--- config.mk ---
export PLATFORM = sky130hd
export DESIGN_NAME = uart_rx
export DESIGN_NICKNAME = d
export VERILOG_FILES = /design/src/rtl/uart_rx.sv
export SDC_FILE = /design/constraint.sdc
export NUM_CORES = 1
export LEC_CHECK = 0
export BUFFER_PORTS_ARGS = -buffer_cell sky130_fd_sc_hd__buf_2
export CAP_MARGIN = 10
export CORE_AREA = 2 2 57 59
export CTS_CLUSTER_DIAMETER = 60
export DETAILED_ROUTE_END_ITERATION = 12
export DIE_AREA = 0 0 59 61
export PLACE_DENSITY = 0.78
export SYNTH_ARGS = -nofsm -noshare
export SYNTH_HDL_FRONTEND = slang
export SYNTH_SLANG_ARGS = --single-unit
export TNS_END_PERCENT = 5
--- constraint.sdc ---
create_clock -name clk_i -period 2.15 [get_ports clk_i]
set_input_delay 0.1075 -clock clk_i [delete_from_list [all_inputs] [get_ports clk_i]]
set_output_delay 0.1075 -clock clk_i [all_outputs]
set_load 0.05 [all_outputs]
--- src/rtl/uart_rx.sv ---
// 8N1 UART receiver: two-flop synchroniser, mid-bit sampling FSM,
// one-cycle write strobe or framing-error strobe per frame.
module uart_rx #(
    parameter int CyclesPerBit = 868,
    parameter int HalfBit      = CyclesPerBit / 2
) (
    input  logic       clk_i,
    input  logic       reset_i,
    input  logic       rx_i,
    output logic [7:0] data,
    output logic       write_enable,
    output logic       frame_error,
    output logic       busy
);

    localparam int CW = $clog2(CyclesPerBit);
    localparam logic [CW-1:0] BIT_LAST  = CW'(CyclesPerBit - 1);
    localparam logic [CW-1:0] HALF_LAST = CW'(HalfBit - 1);

    localparam logic [2:0] IDLE  = 3'd0;
    localparam logic [2:0] START = 3'd1;
    localparam logic [2:0] DATA  = 3'd2;
    localparam logic [2:0] STOP  = 3'd3;
    localparam logic [2:0] BRK   = 3'd4;

    logic          s1;
    logic          rx_s;
    logic [2:0]    state;
    logic [CW-1:0] cnt;
    logic [2:0]    bit_idx;
    logic [7:0]    shreg;

    always_ff @(posedge clk_i or posedge reset_i) begin
        if (reset_i) begin
            s1   <= 1'b1;
            rx_s <= 1'b1;
        end else begin
            s1   <= rx_i;
            rx_s <= s1;
        end
    end

    always_ff @(posedge clk_i or posedge reset_i) begin
        if (reset_i) begin
            state        <= IDLE;
            cnt          <= '0;
            bit_idx      <= '0;
            shreg        <= '0;
            data         <= '0;
            write_enable <= 1'b0;
            frame_error  <= 1'b0;
        end else begin
            write_enable <= 1'b0;
            frame_error  <= 1'b0;
            case (state)
                IDLE: begin
                    cnt <= '0;
                    if (!rx_s) begin
                        state <= START;
                    end
                end
                START: begin
                    if (cnt == HALF_LAST) begin
                        cnt     <= '0;
                        bit_idx <= '0;
                        state   <= rx_s ? IDLE : DATA;
                    end else begin
                        cnt <= cnt + 1'b1;
                    end
                end
                DATA: begin
                    if (cnt == BIT_LAST) begin
                        cnt     <= '0;
                        shreg   <= {rx_s, shreg[7:1]};
                        bit_idx <= bit_idx + 1'b1;
                        if (bit_idx == 3'd7) begin
                            state <= STOP;
                        end
                    end else begin
                        cnt <= cnt + 1'b1;
                    end
                end
                STOP: begin
                    if (cnt == BIT_LAST) begin
                        cnt <= '0;
                        if (rx_s) begin
                            data         <= shreg;
                            write_enable <= 1'b1;
                            state        <= IDLE;
                        end else begin
                            frame_error <= 1'b1;
                            state       <= BRK;
                        end
                    end else begin
                        cnt <= cnt + 1'b1;
                    end
                end
                BRK: begin
                    // A held-low line must rise before a new start is accepted
                    cnt <= '0;
                    if (rx_s) begin
                        state <= IDLE;
                    end
                end
                default: begin
                    state <= IDLE;
                    cnt   <= '0;
                end
            endcase
        end
    end

    assign busy = (state != IDLE);

endmodule

# Word level (Yosys, flattened, before mapping)
# Cells that the tools add are included.
[totals]
regBits = 36
in_bits = 3
out_inout_bits = 11
[classes]
n_reduce_logical = 8
n_addsub = 2
muxes = 21
eq_ne = 13
[op_table]
columns = ["cell", "count"]
rows = [
  ["$mux 3", 9],
  ["$mux 10", 2],
  ["$pmux 10 s2", 1],
  ["$pmux 3 s5", 1],
  ["$ne 2x2->1 const B", 6],
  ["$add 10x1->10 const B", 1],
  ["$eq 10x10->1 const B", 1],
  ["$eq 10x9->1 const B", 1],
  ["$eq 3x2->1 const B", 2],
  ["$eq 3x3->1 const B", 2],
  ["$mux 1", 6],
  ["$pmux 3 s2", 1],
  ["$reduce_and 3->1", 2],
  ["$reduce_and 6->1", 1],
  ["$add 3x1->3 const B", 1],
  ["$eq 3x1->1 const B", 1],
  ["$logic_not 3->1", 1],
  ["$reduce_bool 3->1", 1],
  ["$mux 2", 1],
  ["$reduce_and 2->1", 1],
  ["$reduce_bool 2->1", 1],
  ["$reduce_or 2->1", 1],
]

# Longest topological paths before layout
[depth]
depth_word = 4
ltp_mapped = 6
ltp_nobuf = 6

# Least setup slack after synthesis
# OpenSTA, ideal clock, no wires.
[synth_timing]
path_type = "register to register"
from = "register cnt[0]"
to = "register data[0]"
path_stages_with_launch = 6
arrival_ns = 1.654
setup_slack_ns = 0.371
path_buffers = 0
synth_period_minus_slack_ns = 1.779
required_time_ns = 2.025
path_cell_list = "dfrtp_1 > ha_1 > and4bb_4 > nand3_2 > nor3_4 > mux2_2"
[synth_via]
elab_chain_len = 2
[synth_lines]
columns = ["item", "line_no", "text"]
rows = [
  ["from (decl)", "29", "logic [CW-1:0] cnt;"],
  ["from (signal assigned)", "68", "cnt <= cnt + 1'b1;"],
  ["from (signal assigned)", "80", "cnt <= cnt + 1'b1;"],
  ["from (signal assigned)", "95", "cnt <= cnt + 1'b1;"],
  ["$eq 10x10->1", "84", "if (cnt == BIT_LAST) begin"],
  ["$reduce_and 3->1 (no line)", "n/a", ""],
  ["to (signal assigned)", "87", "data <= shreg;"],
  ["to (decl)", "10", "output logic [7:0] data,"],
]
# No other way between the ends.
# A chain may end at the register's enable or synchronous reset.

# Worst setup path in the final report
[layout_timing]
from = "register cnt[0]"
to = "register data[7]"
# The elaborated chain is that of the path after synthesis.

==> impl_metrics.py <==
metrics = {
    "placed_design": {
        "dp.cells": 187,
        "hpwl_um": 2066,
        "post-place-ws_ns": 0.1834,
        "dpl_cell_area_um2": 1788,
        "routabilityCongestion": 0.8132,
        "portBuffers": 13,
    },
    "timing": {
        "hold_slack_ns": 0.3723,
        "setup_viol": 0,
        "final-hold-violation-count": 0,
        "tns_ns": 0,
        "period_minus_slack_ns": 1.962,
        "rsz0062_at_grt": "no",
        "fmax_mhz": 509.7,
        "slew_violations": 0,
        "layout_setup_ws_ns": 0.1881,
        "period_share": 0.9125,
        "fin_skew_ns": 0.01206,
        "max_slew_margin": 0.5904,
        "tightest_slew_ns": 0.6135,
    },
    "clocking": {
        "cts_tree": "yes",
        "cts_buffers": 5,
        "cts-htree-levels": 2,
        "clk_latency_ns": 0.34,
        "postCtsSetupBuffers": 0,
        "cts.clk_slew.worst_paths_ns": 0.11,
        "cts_max_path_buffers": 2,
        "clock-root-buffer": "clkbuf_4",
        "cts.sinks": 36,
    },
    "floorplanning": {
        "dieArea_um2": 3599,
        "die_h_um": 61,
        "dieWidth_um": 59,
        "rows": 20,
        "start_util": 0.5725,
        "io_pins": 14,
        "core-area_um2": 2953,
    },
    "synthesis": {
        "synth-main-ff-cell": "dfrtp_1",
        "syn-cell-area_um2": 1690,
        "synth_top_area_cell": "dfrtp_1",
        "synth_cells": 142,
        "synth_top_area_frac": 0.5033,
        "synth_edf_count": 0,
        "syn-num-nets": 149,
        "ys_seq_area_frac": 0.5344,
        "synth_cell_types": 35,
        "synthTopCellsByArea": "dfrtp_1 50%, mux2_2 11%, dfstp_2 3.1%",
        "yosysMostFrequentCell": "dfrtp_1",
        "yosys_warnings": 0,
        "synth.top_cells.by_count": "34 x dfrtp_1, 17 x mux2_2, 13 x nor2_1",
        "synth-seq-cells": 36,
        "avgSynthCellArea_um2": 11.90,
        "async_flop_share": 1.000,
    },
    "worst_hold_path": {
        "hold_path_class": "reg2reg",
        "hold_depth": 0,
    },
    "cells_and_area": {
        "nFillCells": 237,
        "drive_gt1_frac": 0.3232,
        "antenna_cells": 0,
        "final_cells": 197,
        "nNetsFinal": 170,
        "areaGrowthSynthToFinish_pct": 12.58,
        "final_area_um2": 1903,
    },
    "drt": {
        "drt-initial-drc-count": 40,
        "vias": 1098,
        "wl_um": 2931,
        "first_pass_iters": 4,
        "wl_per_cell_um": 14.88,
        "drc": 0,
        "antenna_left": 0,
        "via_per_inst": 5.574,
    },
    "power": {
        "power_leakage_nw": 0.9072,
        "power_density_nw_per_um2": 645.4,
        "ir_drop_mv": 0.4637,
    },
    "global_route": {
        "grt_pass1_wl_um": 4940,
        "grt_overflow": 0,
        "grtUsageTotal": 0.1947,
        "grt_pass1_vias": 1113,
        "grt_start_max_net_pins": 37,
        "antenna_found_initial": 0,
    },
    "critical_path": {
        "cp_max_fo": 8,
        "path_class": "reg2reg",
        "path_cells": "ha_1, and4bb_4, nand3_2, nor3_4, mux2_2",
        "crit_cells": 5,
        "slowest_stage": "dfrtp_1",
        "critPathRequiredTime_ns": 2.37,
        "rr_worst_depth": 5,
        "cp-end-kind": "register",
        "crit_family": "simple AND/OR/NAND/NOR gates",
        "arrival_ns": 2.18,
        "crit_path_start_kind": "register",
        "crit_buf_inv": 0,
        "max_stage_delay_ns": 0.43,
    },
    "run_status": {
        "status": "finished clean",
    },
    "run": {
        "cap_violations": 0,
    },
}
per-stage QoR:
step | power, W | utilization
5_1_grt | 0.001275 | 0.6445
2_1_floorplan | 0.0007057 | -
3_3_place_gp | 0.0007126 | 0.6055
3_5_place_dp | 0.0007134 | 0.6055
4_1_cts | 0.001240 | 0.6445
6_report | 0.001228 | 0.6445
repair_timing:
| item | CTS | global route |
|---|---|---|
| hold buffers | 2 | 0 |
| resized for setup | 0 | 0 |
| endpoints found under the hold margin | 35 | 0 |
metal layers:
| metal | vias to the layer above | GRT usage | share of wire |
|---|---|---|---|
| met5 | - | 0 | 0 |
| met4 | 0 | 0.06818 | 0.017 |
| met3 | 7 | 0.07249 | 0.043 |
| met2 | 27 | 0.3159 | 0.50 |
| met1 | 528 | 0.2416 | 0.44 |
| li1 | 536 | - | - |
cells by family after synthesis:
logic type                 share of synthesized area
and+or+nand+nor                               0.1954
xor gates and xnor gates                     0.04145
DFF                                           0.5344
muxes                                         0.1251
AOI/OAI and AO/OA                            0.03776
buffers and inverters                        0.03626
adders and majority gates                    0.02961
placed cells by master, fill, tap and decap left out, types with 2 or more instances in the layout:
cell type      instances
a21oi_1                3
nor3b_2                2
clkbuf_4               5
ha_1                   4
dfrtp_1               34
nand3_1                8
buf_4                  4
xnor2_1                5
mux2_2                17
buf_2                 13
nor3_1                 8
and2_1                 2
nor2_1                13
dlygate4sd3_1          2
xor2_1                 3
mux2i_1                2
nand2_1                7
nand4_1                5
nor2b_1                2
inv_1                  6
clkbuf_8               2
dfstp_2                2
report_power, final:
| group | switching (W) | total [W] | leakage, nW | internal [W] |
|---|---|---|---|---|
| Combinational | 0.0000144 | 0.0000198 | 0.374 | 0.00000544 |
| Clock | 0.000217 | 0.000526 | 0.0515 | 0.000309 |
| Sequential | 0.00000207 | 0.000682 | 0.481 | 0.000680 |
sequential cells by signal, indices dropped and copies added, names as in the netlist:
name          cells
s1                1
bit_idx           3
data              8
cnt              10
state             3
write_enable      1
rx_s              1
shreg             8
frame_error       1
worst paths after layout:
path                       startpoint      end  slack (ns)
setup / recovery               cnt[0]  data[7]        0.19
hold / removal                     s1     rx_s        0.37
setup reg to reg               cnt[0]  data[7]        0.19
hold reg to reg                    s1     rx_s        0.37
max in group asynchronous     reset_i     rx_s        1.41
min in group asynchronous     reset_i   cnt[3]        0.41
area by class of cell:
cell class | instances | area, µm² | area share
inverter | 6 | 22.52 | 0.01183
multi-input combinational | 95 | 725.7 | 0.3813
timing repair buffer | 19 | 115.1 | 0.06049
sequential | 36 | 903.4 | 0.4747
tap | 33 | 41.29 | 0.02170
clock inverter | 1 | 30.03 | 0.01578
clock buffer | 7 | 65.06 | 0.03419
Power figures use the tool's default switching activity.
